--- src/rtl/alu_writeback_pipe_pkg.sv ---
// rtl/alu_writeback_pipe_pkg.sv - shared constants, forwarding encodings and stage record
//
// Contents:
//   ALUWB_DATA_W / ALUWB_REG_AW  default datapath and register-address widths
//   XZR                          index of the zero register (writes discarded)
//   fwd_sel_e                    operand source select: RF / WB / MEM
//   stage_t                      pipeline stage record {valid, result, rd, regwrite, memtoreg}
package alu_writeback_pipe_pkg;

    localparam int ALUWB_DATA_W = 64;
    localparam int ALUWB_REG_AW = 5;
    localparam int XZR          = 31;

    typedef enum logic [1:0] {
        FWD_RF  = 2'b00,
        FWD_WB  = 2'b01,
        FWD_MEM = 2'b10
    } fwd_sel_e;

    typedef struct packed {
        logic                    valid;
        logic [ALUWB_DATA_W-1:0] result;
        logic [ALUWB_REG_AW-1:0] rd;
        logic                    regwrite;
        logic                    memtoreg;
    } stage_t;

endpackage

--- src/rtl/alu_writeback_pipe_fwd_select.sv ---
// rtl/alu_writeback_pipe_fwd_select.sv - one operand forwarding select from MEM/WB stage fields
//
// Ports:
//   src         decode-stage source register index
//   m_valid, m_regwrite, m_memtoreg, m_rd   MEM stage fields
//   w_valid, w_regwrite, w_rd               WB stage fields
//   sel         FWD_RF / FWD_WB / FWD_MEM
module fwd_select
    import alu_writeback_pipe_pkg::*;
#(
    parameter int REG_AW   = ALUWB_REG_AW,
    parameter int ZERO_REG = XZR
) (
    input  logic [REG_AW-1:0] src,
    input  logic              m_valid,
    input  logic              m_regwrite,
    input  logic              m_memtoreg,
    input  logic [REG_AW-1:0] m_rd,
    input  logic              w_valid,
    input  logic              w_regwrite,
    input  logic [REG_AW-1:0] w_rd,
    output logic [1:0]        sel
);

    localparam logic [REG_AW-1:0] ZR = REG_AW'(ZERO_REG);

    logic mem_hit;
    logic wb_hit;

    // A load in MEM has no data yet, so it is never a MEM candidate; the
    // hazard unit stalls decode instead. Once it reaches WB it forwards normally.
    assign mem_hit = m_valid & m_regwrite & ~m_memtoreg & (m_rd != ZR) & (m_rd == src);
    assign wb_hit  = w_valid & w_regwrite & (w_rd != ZR) & (w_rd == src);

    always_comb begin
        sel = FWD_RF;
        if (mem_hit) begin
            sel = FWD_MEM;
        end else if (wb_hit) begin
            sel = FWD_WB;
        end
    end

endmodule

--- src/rtl/alu_writeback_pipe.sv ---
// rtl/alu_writeback_pipe.sv - MEM/WB pipeline registers, register-file write port, forwarding and load-use detection
//
// Optional feature macro: ALUWB_RETIRE_CNT_EN (retired-instruction counter).
//
// Ports:
//   clock, reset                 rising-edge clock, asynchronous active-high reset
//   ex_valid, ex_result, ex_rd, ex_regwrite, ex_memtoreg   instruction leaving EX
//   mem_rdata                    data memory read data for the instruction in MEM
//   stall                        hold MEM, insert bubble into WB
//   flush                        kill the instruction entering MEM (wins over stall)
//   id_rn, id_rm                 decode-stage source registers
//   WriteReg, WriteData, RegWrite   register file write port (from WB stage)
//   fwd_a, fwd_b                 operand source selects
//   load_use                     decode must stall one cycle
//   retired_count                WB retirements (0 when feature disabled)
module alu_writeback_pipe
    import alu_writeback_pipe_pkg::*;
#(
    parameter int DATA_W   = ALUWB_DATA_W,
    parameter int REG_AW   = ALUWB_REG_AW,
    parameter int ZERO_REG = XZR
) (
    input  logic              clock,
    input  logic              reset,
    input  logic              ex_valid,
    input  logic [DATA_W-1:0] ex_result,
    input  logic [REG_AW-1:0] ex_rd,
    input  logic              ex_regwrite,
    input  logic              ex_memtoreg,
    input  logic [DATA_W-1:0] mem_rdata,
    input  logic              stall,
    input  logic              flush,
    input  logic [REG_AW-1:0] id_rn,
    input  logic [REG_AW-1:0] id_rm,
    output logic [REG_AW-1:0] WriteReg,
    output logic [DATA_W-1:0] WriteData,
    output logic              RegWrite,
    output logic [1:0]        fwd_a,
    output logic [1:0]        fwd_b,
    output logic              load_use,
    output logic [31:0]       retired_count
);

    localparam logic [REG_AW-1:0] ZR = REG_AW'(ZERO_REG);

    // The stage record is sized by the package widths; DATA_W/REG_AW must match them.
    stage_t            m_stage;
    stage_t            w_stage;
    logic [DATA_W-1:0] w_rdata;

    // MEM stage: flush kills the incoming instruction even while stalled.
    always_ff @(posedge clock or posedge reset) begin
        if (reset) begin
            m_stage <= '0;
        end else if (flush || !stall) begin
            m_stage.valid    <= ex_valid & ~flush;
            m_stage.result   <= ex_result;
            m_stage.rd       <= ex_rd;
            m_stage.regwrite <= ex_regwrite;
            m_stage.memtoreg <= ex_memtoreg;
        end
    end

    // WB stage: a held MEM instruction must only be written once, so the
    // copy taken while stalled is marked invalid.
    always_ff @(posedge clock or posedge reset) begin
        if (reset) begin
            w_stage <= '0;
            w_rdata <= '0;
        end else begin
            w_stage       <= m_stage;
            w_stage.valid <= m_stage.valid & ~stall;
            w_rdata       <= mem_rdata;
        end
    end

    assign RegWrite  = w_stage.valid & w_stage.regwrite & (w_stage.rd != ZR);
    assign WriteReg  = w_stage.rd;
    assign WriteData = w_stage.memtoreg ? w_rdata : w_stage.result;

    assign load_use = m_stage.valid & m_stage.regwrite & m_stage.memtoreg
                    & (m_stage.rd != ZR)
                    & ((m_stage.rd == id_rn) | (m_stage.rd == id_rm));

    fwd_select #(.REG_AW(REG_AW), .ZERO_REG(ZERO_REG)) u_fwd_a (
        .src        (id_rn),
        .m_valid    (m_stage.valid),
        .m_regwrite (m_stage.regwrite),
        .m_memtoreg (m_stage.memtoreg),
        .m_rd       (m_stage.rd),
        .w_valid    (w_stage.valid),
        .w_regwrite (w_stage.regwrite),
        .w_rd       (w_stage.rd),
        .sel        (fwd_a)
    );

    fwd_select #(.REG_AW(REG_AW), .ZERO_REG(ZERO_REG)) u_fwd_b (
        .src        (id_rm),
        .m_valid    (m_stage.valid),
        .m_regwrite (m_stage.regwrite),
        .m_memtoreg (m_stage.memtoreg),
        .m_rd       (m_stage.rd),
        .w_valid    (w_stage.valid),
        .w_regwrite (w_stage.regwrite),
        .w_rd       (w_stage.rd),
        .sel        (fwd_b)
    );

`ifdef ALUWB_RETIRE_CNT_EN
    // Counts every WB-valid instruction, including XZR and non-writing ones.
    logic [31:0] retire_q;

    always_ff @(posedge clock or posedge reset) begin
        if (reset) begin
            retire_q <= '0;
        end else if (w_stage.valid) begin
            retire_q <= retire_q + 32'd1;
        end
    end

    assign retired_count = retire_q;
`else
    assign retired_count = '0;
`endif

endmodule

--- config.mk ---
export PLATFORM = sky130hd
export DESIGN_NAME = alu_writeback_pipe
export DESIGN_NICKNAME = d
export VERILOG_FILES = /design/src/rtl/alu_writeback_pipe_pkg.sv /design/src/rtl/alu_writeback_pipe_fwd_select.sv /design/src/rtl/alu_writeback_pipe.sv
export SDC_FILE = /design/constraint.sdc
export NUM_CORES = 1
export LEC_CHECK = 0
export ABC_CLOCK_PERIOD_IN_PS = 9100
export CAP_MARGIN = 10
export CELL_PAD_IN_SITES_DETAIL_PLACEMENT = 1
export CELL_PAD_IN_SITES_GLOBAL_PLACEMENT = 1
export CORE_ASPECT_RATIO = 0.75
export CORE_MARGIN = 3
export CORE_UTILIZATION = 39
export CTS_BUF_LIST = sky130_fd_sc_hd__clkbuf_8
export DETAILED_ROUTE_END_ITERATION = 6
export PLACE_DENSITY = 0.9
export SLEW_MARGIN = 20
export SYNTH_ARGS = -nofsm -noshare
export SYNTH_HDL_FRONTEND = slang
export SYNTH_HIERARCHICAL = 1
export SYNTH_SLANG_ARGS = --single-unit
export TNS_END_PERCENT = 20
--- constraint.sdc ---
create_clock -name clock -period 9.1 [get_ports clock]
set_clock_uncertainty 0.1 [all_clocks]
set_input_delay 2.73 -clock clock [delete_from_list [all_inputs] [get_ports clock]]
set_output_delay 2.73 -clock clock [all_outputs]
set_load 0.01 [all_outputs]
# Word level (Yosys, flattened, before mapping)
# Cells that the tools add are included.
classes:
  muxes: 5
  n_eq_ne: 6
  reduce_logical: 2
  bitwise_logic: 18
ops:
  columns: ["cell", "n"]
  rows:
  - ["64-bit 2-to-1 mux", 1]
  - ["5-bit == test", 4]
  - ["1-bit bitwise AND", 14]
  - ["5-bit inequality test (second input constant)", 2]
  - ["2-bit 2-to-1 mux", 2]
  - ["1-bit NOT", 3]
  - ["1-bit 2-to-1 mux", 2]
  - ["1-bit zero test", 1]
  - ["1-bit logical OR", 1]
  - ["1-bit OR", 1]
word_totals:
  register_bits: 208

# Longest topological paths before layout
# Gate-level depths: netlist of the first run.
logic_depth:
  word_depth: 5
  depth_mapped: 4
  mapped_depth_nobuf: 4

# Hierarchy
# The synthesis of the first run kept the hierarchy.
by_module_without_submodules:
  columns: ["mod", "cells_per_inst", "n_inst", "area_each_um2"]
  rows:
  - ["alu_writeback_pipe", 422, 1, 7648.6]
  - ["fwd_select", 21, 2, 165.2]

# Worst setup path after synthesis of the first run
# OpenSTA, ideal clock, no wires.
synth_timing:
  path_type: "input-to-output"
  from: "input id_rn[3]"
  to: "output fwd_a[0]"
  setup_slack_ps: 2922
  path_stages: 4
  required_time_ps: 6270
  n_path_buf: 0
  t_arrival_ps: 3348
  cell_sequence: "xnor2_1 nand4b_1 a211oi_2 nor4_2"
synth_rtl:
  columns: ["item", "line", "source"]
  rows:
  - ["start, declared", "alu_writeback_pipe.sv:33", "input logic [REG_AW-1:0] id_rn,"]
  - ["5-bit == test", "alu_writeback_pipe_fwd_select.sv:32", "assign mem_hit = m_valid & m_regwrite & ~m_memtoreg & (m_rd != ZR) & (m_rd == src);"]
  - ["1-bit bitwise AND", "alu_writeback_pipe_fwd_select.sv:32", null]
  - ["via u_fwd_a.mem_hit", "alu_writeback_pipe_fwd_select.sv:27", "logic mem_hit;"]
  - ["2-bit 2-to-1 mux", "alu_writeback_pipe_fwd_select.sv:37", "if (mem_hit) begin"]
  - ["end, declared", "alu_writeback_pipe.sv:38", "output logic [1:0] fwd_a,"]
# The timed path passes the listed nets, and every way through them passes these cells.

# Worst setup path in the final report of the first run
layout_timing:
  from: "input id_rn[1]"
  to: "output fwd_a[1]"
layout_via:
  elab_chain_len: 3
layout_rtl:
  columns: ["item", "line"]
  rows:
  - ["5-bit == test", "alu_writeback_pipe_fwd_select.sv:32"]
  - ["1-bit bitwise AND", "alu_writeback_pipe_fwd_select.sv:32"]
  - ["2-bit 2-to-1 mux", "alu_writeback_pipe_fwd_select.sv:37"]
# No other way between the ends.

==> results of run 1 <==
-- cells in the mapped netlist (all sizes together), types with 2 or more instances --
| library cell | number |
|---|---|
| nor4 | 2 |
| or2 | 2 |
| mux2 | 135 |
| nand4b | 2 |
| a211oi | 2 |
| o2111ai | 3 |
| buf | 54 |
| inv | 3 |
| nand2 | 2 |
| dfrtp | 208 |
| a21boi | 2 |
| nand4 | 4 |
| xnor2 | 20 |
| nor3 | 2 |
| xor2 | 6 |
| nand3 | 9 |
-- kinds of logic (layout without fill, tap and decap cells) --
family	Yosys count	in the layout	synth area share [%]
AND/OR/NAND/NOR	27	27	2.09
buffers and inverters	57	285	6.34
other	1	32	0.0470
multiplexers	136	136	22.5
AO/OA/AOI/OAI	9	9	0.972
flip-flops	208	208	65.2
XOR/XNOR	26	26	2.85
-- layer usage --
metal	vias up	global-route usage (%)	wire (um)
li1	1990	-	-
met1	2301	21.9	7830
met2	173	29.1	9690
met3	35	5.09	1330
met4	0	4.30	330
met5	-	0	0
-- critical path: cells and delay by family --
kind / cells / cell delay, ns
compound gates: 1 / 0.28
xor+xnor: 1 / 0.26
buf+inv: 2 / 1.11
simple gates: 1 / 0.16
-- flip-flops by register name, indices dropped and copies added (netlist names) --
name	cells
w_rdata	64
WriteReg	5
m_stage	72
w_stage	67
-- layout make-up --
cell class | count | area (um^2) | area share [%]
flip-flops and latches | 208 | 5210 | 48.1
multi-input cells | 230 | 2390 | 22.1
repair buffers | 227 | 2270 | 21.0
clock buffers | 39 | 537 | 4.96
well taps | 253 | 317 | 2.93
clock inverters | 16 | 76.3 | 0.706
inverters | 3 | 18.8 | 0.174
-- power groups by stage --
stage	Combinational, mW	Clock, mW	Sequential [mW]
after global placement	0.297	0	1.05
after floorplan	0.175	0	1.03
after detailed placement	0.309	0	1.05
final	0.308	0.743	1.04
after global routing	0.328	0.827	1.05
after CTS	0.312	0.778	1.04
-- stage by stage --
step / hold WS, ns / utilization (%)
global placement: 0.260 / 51.7
floorplan: 0.250 / -
finish: 0.269 / 54.9
detailed placement: 0.262 / 51.7
CTS: 0.271 / 54.9
global route: 0.291 / 54.9
-- final timing paths --
| kind | slack, ns | end |
|---|---|---|
| worst max register to register | 8.03 | m_stage[4] |
| worst min register to register | 0.27 | w_stage[69] |
| min in group asynchronous | 2.75 | w_rdata[43] |
| worst min-delay path | 0.27 | w_stage[69] |
| worst max-delay path | 1.73 | fwd_a[1] |
| max in group asynchronous | 4.94 | w_stage[20] |
==> impl_metrics.ini, run 1 <==
[status]
status = completed

[cells_and_area]
final_cell_mix = 224 x clkdlybuf4s50_1, 207 x dfrtp_1, 70 x mux2_4
final_layout_size_suffix_gt1_share_pct = 26.7
synthToLayoutAreaGrowth_pct = 35.5
stdcell_count = 976
postLayoutCellArea_um2 = 10800
fill_cells = 1873
layout_commonest_cell = clkdlybuf4s50_1
insertedDiodeCount = 0
nets = 854

[clocking]
postCtsSetupRepairBufs = 0
clock_latency_ns = 0.50
path_clk_slew_ns = 0.06
numCtsBuffers = 34
htreeDepth = 2
holdBufCountCts = 0
cts.sinks = 208
clockBufferDepth = 3
root_buffer = clkbuf_8
cts_tree = built
cts.repair.resized = 0

[synthesis]
netlist_area_um2 = 7980
ys_ff_latch = 208
synthCells = 464
synth_top_area_share_pct = 65.2
yosys.cell_types.count = 28
synth_flop_cell = dfrtp_1
avgSynthCellArea_um2 = 17.2
synth_edf_count = 0
synthTopCellsByArea = dfrtp_1 65%, mux2_4 13%, mux2_2 9.2%, buf_4 4.2%, xnor2_1 2.2%
yosys.area.top_type = dfrtp_1
synthArstFlopShare_pct = 100
yosys_warnings = 6
seq_area_frac_synth_pct = 65.2

[route]
wl_per_cell_um = 19.7
first_pass_iters = 4
ant_nets = 0
num_vias = 4499
vias_per_cell = 4.61
routed_wl_mm = 19.2
drc = 0
dr.first_iter.drc_count = 178

[global_routing]
grt.overflow.total = 0
grt_pass1_vias = 5288
grt_max_degree = 124
antenna_found_initial = 0
grt_pass1_wl_mm = 29.7
track_usage_pct = 17.2

[power_and_ir_drop]
p_seq_share_pct = 49.7
power_leakage_nw = 4.79
p_total_mw = 2.09
power_frac_comb_pct = 14.7
p_int_mw = 1.58
netSwitchingFraction_pct = 24.4
pwr-share-clk_pct = 35.6
vdd_drop_max_mv = 0.109
pwr_density_cell_nw_per_um2 = 193
p_switching_mw = 0.510

[floorplanning]
floorplan.initialDensity_pct = 40.5
die_y_um = 130
pin_count = 257
die_w_um = 171
die_area_um2 = 22200
num_rows = 44
coreArea_um2 = 19700

[critical_path]
path_common_cell = clkdlybuf4s50_1
startpoint = id_rn[1]
path_class = in2out
crit_chain = clkdlybuf4s50_1 -> xnor2_1 -> nand3_1 -> a211oi_2 -> clkdlybuf4s50_1
critPathMaxStageDelay_ns = 0.59
rr_worst_depth = 1
crit_arrival_ns = 4.54
cp-start-kind = primary input
path_max_fanout = 4
worstSetupEndpointType = output pin
critical-path-slowest-cell = clkdlybuf4s50_1
cp.required_ns = 6.27
regToRegStartpoint = m_stage[4]

[placement]
routabilityCongestion = 0.852
hpwl_mm = 13.7
pre_cts_slack_ns = 1.75
place.port_buffers = 224
place_area_um2 = 10200
place_inst = 921

[hold_path]
hold_class = reg2reg
worstHoldPathCells = 0
min_from = m_stage[69]

[sta]
fin_crit_ns = 7.37
worst_slew_pin_slew_ns = 0.808
slew_violations = 0
slew_headroom_pct = 46.1
fmax_mhz = 136
fin_tns_setup_ns = 0
fin_ws_ns = 1.73
rsz0062_at_grt = no
setup_viol = 0
finalHoldViolCount = 0
finalCritPeriodShare_pct = 81.0

[job]
cap_violations = 0
(Power assumes the default switching activity.)
==> run 2, diff against run 1 <==
--- a/config.mk
+++ b/config.mk
@@ -5,16 +5,16 @@
 export SDC_FILE = /design/constraint.sdc
 export NUM_CORES = 1
 export LEC_CHECK = 0
-export ABC_CLOCK_PERIOD_IN_PS = 9100
+export ABC_CLOCK_PERIOD_IN_PS = 6700
 export CAP_MARGIN = 10
 export CELL_PAD_IN_SITES_DETAIL_PLACEMENT = 1
 export CELL_PAD_IN_SITES_GLOBAL_PLACEMENT = 1
 export CORE_ASPECT_RATIO = 0.75
 export CORE_MARGIN = 3
-export CORE_UTILIZATION = 39
+export CORE_UTILIZATION = 35
 export CTS_BUF_LIST = sky130_fd_sc_hd__clkbuf_8
 export DETAILED_ROUTE_END_ITERATION = 6
-export PLACE_DENSITY = 0.9
+export PLACE_DENSITY = 0.86
 export SLEW_MARGIN = 20
 export SYNTH_ARGS = -nofsm -noshare
 export SYNTH_HDL_FRONTEND = slang
==> constraint.sdc (replaced) <==
create_clock -name clock -period 6.7 [get_ports clock]
set_clock_uncertainty 0.1 [all_clocks]
set_input_delay 2.01 -clock clock [delete_from_list [all_inputs] [get_ports clock]]
set_output_delay 2.01 -clock clock [all_outputs]
set_load 0.01 [all_outputs]
==> run 2 against run 1 <==
  * Sequential share of layout area down 0.52 points
  * First-iteration DRC count up 23%
  * Critical path depth unchanged
  * Combinational power up 35%
  * Sequential power up 36%
  * Count of clock-buffer cells in the layout up 4
  * Utilization down 5.7 points
  * Register-to-register slack worse by 2.4 ns
  * Non-clock buffer count up 3
  * Clock power up 43%
==> impl_metrics.ini, run 2 (synthesis gave the netlist of run 1 again) <==
[status]
status = completed

[power_and_ir_drop]
vdd_drop_max_mv = 0.139
p_total_mw = 2.88
power_leakage_nw = 4.83
pwr_density_cell_nw_per_um2 = 264

[critical_path]
worstSetupEndpointType = output pin
crit_arrival_ns = 3.79
path_class = in2out
cp.required_ns = 4.59
cp-start-kind = primary input
path_max_fanout = 4

[route]
drc = 0
vias_per_cell = 4.40
dr.first_iter.drc_count = 219
ant_nets = 0
wl_per_cell_um = 18.6
routed_wl_mm = 19.0
num_vias = 4495
first_pass_iters = 4

[sta]
setup_viol = 0
rsz0062_at_grt = no
fin_ws_ns = 0.800
fmax_mhz = 170
fin_tns_setup_ns = 0
finalHoldViolCount = 0
finalCritPeriodShare_pct = 88.1
holdWs_ns = 0.273
worst_slew_pin_slew_ns = 0.922
slew_headroom_pct = 38.4
slew_violations = 0
fin_crit_ns = 5.90

[cells_and_area]
layout_commonest_cell = clkdlybuf4s50_1
largest_register_ff_count = 72
multi_input_area_um2 = 2390
top_regs = m_stage: 72 flops, w_stage: 67 flops, w_rdata: 64 flops
final_util_pct = 49.2
top_register = m_stage
insertedDiodeCount = 0
synthToLayoutAreaGrowth_pct = 37.0
final_cell_mix = 224 x clkdlybuf4s50_1, 207 x dfrtp_1, 70 x mux2_4
seqCellArea_um2 = 5210
final_layout_size_suffix_gt1_share_pct = 27.0
nets = 859
fill_cells = 2202

[global_routing]
use_met2_pct = 23.9
grt_max_degree = 116
grt.overflow.total = 0
use_met1_pct = 21.3
grt_pass1_vias = 5131
track_usage_pct = 15.3
grtUsageMet3_pct = 4.14
grt_pass1_wl_mm = 29.7
busiest_layer = met2
antenna_found_initial = 0

[placement]
pre_cts_slack_ns = 0.808
routabilityCongestion = 0.740
hpwl_mm = 13.6
place.port_buffers = 224

[hold_path]
hold_class = reg2reg

[clocking]
cts.repair.resized = 0
holdBufCountCts = 0
postCtsSetupRepairBufs = 0
cts.sinks = 208
htreeDepth = 2
numCtsBuffers = 36
clockBufferDepth = 3
clock_latency_ns = 0.50
root_buffer = clkbuf_8
path_clk_slew_ns = 0.05
cts_tree = built

[floorplanning]
die_w_um = 180
coreArea_um2 = 22200
die_y_um = 137
num_rows = 47
floorplan.initialDensity_pct = 35.9
pin_count = 257
die_area_um2 = 24700

[job]
cap_violations = 0
[run 2: changes by cell type in the layout (fill, tap and decap cells not counted), sizes merged]
cell | before | now
clkbuf | 39 | 43
clkinv | 7 | 4
inv | 10 | 11
clkinvlp | 2 | 1
buf | 3 | 6
[run 2: cell type report]
class	instances	area share, %
tap	294	3.36
inverter	3	0.137
sequential	208	47.6
timing repair buffer	230	21.0
multi-input combinational	230	21.9
clock inverter	13	0.561
clock buffer	43	5.41
[run 2: worst max-delay path, stage by stage]
cell and delay [ns]:
clkdlybuf4s50_1 0.60, xnor2_1 0.16, nand3_1 0.12, a211oi_2 0.30
clkdlybuf4s50_1 0.60
[run 2: stage by stage]
| step | cells | instance area (um^2) |
|---|---|---|
| after floorplan | 495 | 8100 |
| after global placement | 965 | 10300 |
| after detailed placement | 965 | 10300 |
| after CTS | 1021 | 10900 |
| after global routing | 1021 | 10900 |
| final | 1021 | 10900 |
[run 2: metal layers]
metal  part of all wire [%]  wire length [um]  vias to the layer above
met5                      0                 0                        -
met4                    1.8               348                        0
met3                    6.2              1180                       36
met2                     47              8890                      174
met1                     45              8570                     2279
li1                       -                 -                     2006
[run 2: power by group]
group | switching [mW] | internal [mW]
Sequential | 0.0583 | 1.35
Clock | 0.481 | 0.577
Combinational | 0.150 | 0.265
Total | 0.690 | 2.19
[run 2: final timing paths]
| check | cells past startpoint | start | slack (ns) | to |
|---|---|---|---|---|
| max in group asynchronous | 3 | reset | 3.44 | w_rdata[54] |
| max reg2reg | 1 | m_stage[5] | 5.62 | m_stage[5] |
| max | 5 | id_rn[4] | 0.80 | fwd_a[1] |
| min in group asynchronous | 2 | reset | 1.96 | m_stage[9] |
| min reg2reg | 0 | m_stage[43] | 0.27 | w_stage[43] |
| min | 0 | m_stage[43] | 0.27 | w_stage[43] |
==> run 3, diff against run 2 <==
--- a/config.mk
+++ b/config.mk
@@ -5,7 +5,6 @@
 export SDC_FILE = /design/constraint.sdc
 export NUM_CORES = 1
 export LEC_CHECK = 0
-export ABC_CLOCK_PERIOD_IN_PS = 6700
 export CAP_MARGIN = 10
 export CELL_PAD_IN_SITES_DETAIL_PLACEMENT = 1
 export CELL_PAD_IN_SITES_GLOBAL_PLACEMENT = 1
==> constraint.sdc (replaced) <==
create_clock -name clock -period 5.11 [get_ports clock]
set_clock_uncertainty 0.1 [all_clocks]
set_input_delay 1.533 -clock clock [delete_from_list [all_inputs] [get_ports clock]]
set_output_delay 1.533 -clock clock [all_outputs]
set_load 0.01 [all_outputs]
==> run 3 against run 2 <==
  * Register-to-register slack worse by 1.6 ns
  * Hold slack worse by 0.0012 ns
  * Clock power up 31%
  * Worst setup slack worse by 0.64 ns
  * Sequential cell count unchanged
  * Combinational power up 33%
  * Count of clock-buffer cells in the layout up 1
  * Die area unchanged
  * Sequential share of layout area down 0.30 points
  * Cell area up 0.63%
  * Global-route usage down 0.19 points
  * Power up 31%
  * Critical path type unchanged
==> impl_metrics.ini, run 3 (synthesis gave the netlist of run 1 again) <==
[cells_and_area]
layout_commonest_cell = clkdlybuf4s50_1
top_register = m_stage
stdcell_count = 1026
top_regs = m_stage: 72 flops, w_stage: 67 flops, w_rdata: 64 flops
final_layout_size_suffix_gt1_share_pct = 26.8
final_util_pct = 49.5
nets = 860
postLayoutCellArea_um2 = 11000
insertedDiodeCount = 0
largest_register_ff_count = 72
final_cell_mix = 224 x clkdlybuf4s50_1, 207 x dfrtp_1, 70 x mux2_4
synthToLayoutAreaGrowth_pct = 37.9

[sta]
finalCritPeriodShare_pct = 96.8
slew_violations = 0
slew_headroom_pct = 35.4
fin_tns_setup_ns = 0
fin_ws_ns = 0.161
rsz0062_at_grt = no
fin_crit_ns = 4.95
setup_viol = 0
fmax_mhz = 202
worst_slew_pin_slew_ns = 0.967
finalHoldViolCount = 0

[floorplanning]
num_rows = 47
die_area_um2 = 24700
floorplan.initialDensity_pct = 35.9
pin_count = 257
die_y_um = 137
die_w_um = 180
coreArea_um2 = 22200

[route]
drc = 0
num_vias = 4537
dr.first_iter.drc_count = 179
vias_per_cell = 4.42
ant_nets = 0
wl_per_cell_um = 18.4
routed_wl_mm = 18.9
first_pass_iters = 4

[clocking]
clock_latency_ns = 0.49
clockBufferDepth = 3
numCtsBuffers = 34
holdBufCountCts = 0
htreeDepth = 2
cts.repair.resized = 0
root_buffer = clkbuf_8
path_clk_slew_ns = 0.06
postCtsSetupRepairBufs = 0
cts_tree = built
cts.sinks = 208

[critical_path]
crit_chain = clkdlybuf4s50_1 -> xor2_1 -> nor3_1 -> nand3_1 -> a21oi_1 -> clkdlybuf4s50_1
path_class = in2out
ff2ff_setup_slack_ns = 4.02
reg2reg_to = m_stage[6]
cp.required_ns = 3.48
rr_worst_depth = 1
regToRegStartpoint = m_stage[6]
startpoint = id_rm[1]
critical-path-top-delay-family = buffers and inverters
path_max_fanout = 4
crit_arrival_ns = 3.32
path_common_cell = clkdlybuf4s50_1
path_buf_inv = 2
critPathMaxStageDelay_ns = 0.57
worstSetupEndpointType = output pin
critical-path-slowest-cell = clkdlybuf4s50_1
cp-start-kind = primary input

[placement]
pre_cts_slack_ns = 0.154
place_area_um2 = 10300
place_inst = 968
routabilityCongestion = 0.745
place.port_buffers = 224
hpwl_mm = 13.4

[global_routing]
track_usage_pct = 15.1
grt_pass1_vias = 5149
grt_max_degree = 66
grt_pass1_wl_mm = 29.2
antenna_found_initial = 0
grt.overflow.total = 0

[power_and_ir_drop]
power_leakage_nw = 4.87
pwr_density_cell_nw_per_um2 = 344
vdd_drop_max_mv = 0.162

[hold_path]
hold_class = reg2reg
whs_endpoint = w_stage[17]
worstHoldPathCells = 0
min_from = m_stage[17]

[job]
cap_violations = 0

[status]
status = completed
==> run 3: layer usage <==
layer  track usage, %  up-vias  routed length, um
met5                0        -                  0
met4             3.75        0                300
met3             4.94       34               1370
met2             24.6      173               9010
met1             19.7     2321               8170
li1                 -     2009                  -
==> run 3: per-stage QoR <==
| stage | hold slack [ns] | total power [mW] |
|---|---|---|
| after floorplan | 0.250 | 2.15 |
| after global placement | 0.258 | 2.41 |
| after detailed placement | 0.263 | 2.43 |
| after CTS | 0.273 | 3.86 |
| after global routing | 0.287 | 3.98 |
| final | 0.272 | 3.78 |
==> run 3: worst max path at each step <==
stage / endpoint / slack [ns] / cells after the start
global route: load_use / 0.10 / 6
detailed placement: load_use / 0.15 / 6
floorplan: WriteReg[0] / 0.78 / 1
finish: load_use / 0.16 / 6
CTS: load_use / 0.16 / 6
global placement: load_use / 0.22 / 6
==> run 3: area by class of cell <==
cell class | count | area (um^2)
fillers | 2187 | 11200
repair buffers | 233 | 2360
inverters | 3 | 15.0
flip-flops and latches | 208 | 5210
well taps | 294 | 368
multi-input cells | 230 | 2390
clock inverters | 14 | 56.3
clock buffers | 44 | 606
==> run 3: where the power goes <==
group	internal [mW]	switching (mW)
logic	0.354	0.196
clock network	0.766	0.621
registers	1.77	0.0764
total	2.89	0.894
==> RTL change (settings of run 3) <==
Take the reset off `w_rdata` and load it in a clocked block of its own.
--- a/src/rtl/alu_writeback_pipe.sv
+++ b/src/rtl/alu_writeback_pipe.sv
@@ -66,12 +66,14 @@
     always_ff @(posedge clock or posedge reset) begin
         if (reset) begin
             w_stage <= '0;
-            w_rdata <= '0;
         end else begin
             w_stage       <= m_stage;
             w_stage.valid <= m_stage.valid & ~stall;
-            w_rdata       <= mem_rdata;
         end
+    end
+
+    always_ff @(posedge clock) begin
+        w_rdata <= mem_rdata;
     end
 
     assign RegWrite  = w_stage.valid & w_stage.regwrite & (w_stage.rd != ZR);
Function: same outputs for any inputs over 10 cycles, from zero or initial values and one cycle with reset high; that may be too few to reach the edited logic, so the function may still have changed.
==> RTL change against run 3 <==
  * Cell count down 0.58%
  * Setup slack worse by 44 ps
  * Count of clock-buffer cells in the layout up 3
  * Highest routed layer unchanged
  * Critical path depth unchanged
  * Sequential cell count unchanged
  * Critical endpoint unchanged
  * Largest cell class unchanged
  * Routed wire length up 0.93%
  * Power up 3.9%
  * Cell area down 2.6%
  * Clock power up 12%
  * Synthesized area down 4.0%
  * Fmax down 0.89%
  * Sequential power about the same
==> RTL change: results (changes against run 3) <==
* Post-synth cell types at 29 (+3.6%)
* Global Route met1 Usage at 19.5% (-0.23 points)
* Logic pwr share at 13.8% (-0.7 points)
* Vias per cell at 4.36 (-1.3%)
* Worst VDD drop at 0.227 mV (+40%)
* GRT met2 Usage at 26.1% (+1.5 points)
* Die ar. at 23700 µm² (-3.9%)
* Slowest stage delay, CP at 550 ps (-20 ps)
* Nets@finish at 855 (-0.58%)
* Met3 usage at 6.42% (+1.5 points)
* Status: complete, no violations
* Placed Area at 9960 µm² (-3.7%)
* Max-slew headroom at 46.7% (+11 points)
* Vias at 4451 (-1.9%)
* Iter 0 DRT Violations at 130 (-27%)
* Post-placement cell count at 956 (-1.2%)
* Compound-Gate Fraction of Synth Area at 1.01% (+0.041 points)
* Wl on met1 at 7900 µm (-3.4%)
* CP arrival at 3360 ps (+40 ps)
* Async set-or-reset flop fraction in the synthesized netlist at 69.2% (-31 points)
* Largest net degree at the start of global routing at 145 (+120%)
* Met2 wire len at 9070 µm (+0.63%)
* Int Pwr at 0.00299 W (+3.5%)
* Seq pwr share at 46.8% (-2.0 points)
* Share of layout cells above drive strength 1 at 27.6% (+0.82 points)
* Global placer's final weighted congestion at 0.753 (+1.2%)
* Multiplexer share of the synthesized area at 23.4% (+0.94 points)
==> RTL change: cell count changes after synthesis, sizes merged <==
cell / run 3 / this run
dfrtp: 208 / 144
dfxtp: 0 / 64
==> RTL change: path summary, 6_finish.rpt <==
check,startpoint,endpoint,slack [ps]
max,id_rm[1],load_use,120
min,m_stage[22]$_DFFE_PP0P_,w_stage[22]$_DFF_PP0_,270
max reg2reg,m_stage[5]$_DFFE_PP0P_,m_stage[5]$_DFFE_PP0P_,4010
min reg2reg,m_stage[22]$_DFFE_PP0P_,w_stage[22]$_DFF_PP0_,270
max in group asynchronous,reset,w_stage[0]$_DFF_PP0_,2770
min in group asynchronous,reset,w_stage[26]$_DFF_PP0_,1490
==> RTL change: final cells by class <==
| cell class | count | area (µm²) |
|---|---|---|
| fill | 2105 | 10600 |
| sequential | 208 | 4890 |
| multi-input combinational | 230 | 2390 |
| timing repair buffer | 227 | 2300 |
| clock buffer | 47 | 647 |
| tap | 288 | 360 |
| clock inverter | 17 | 110 |
| inverter | 3 | 15.0 |
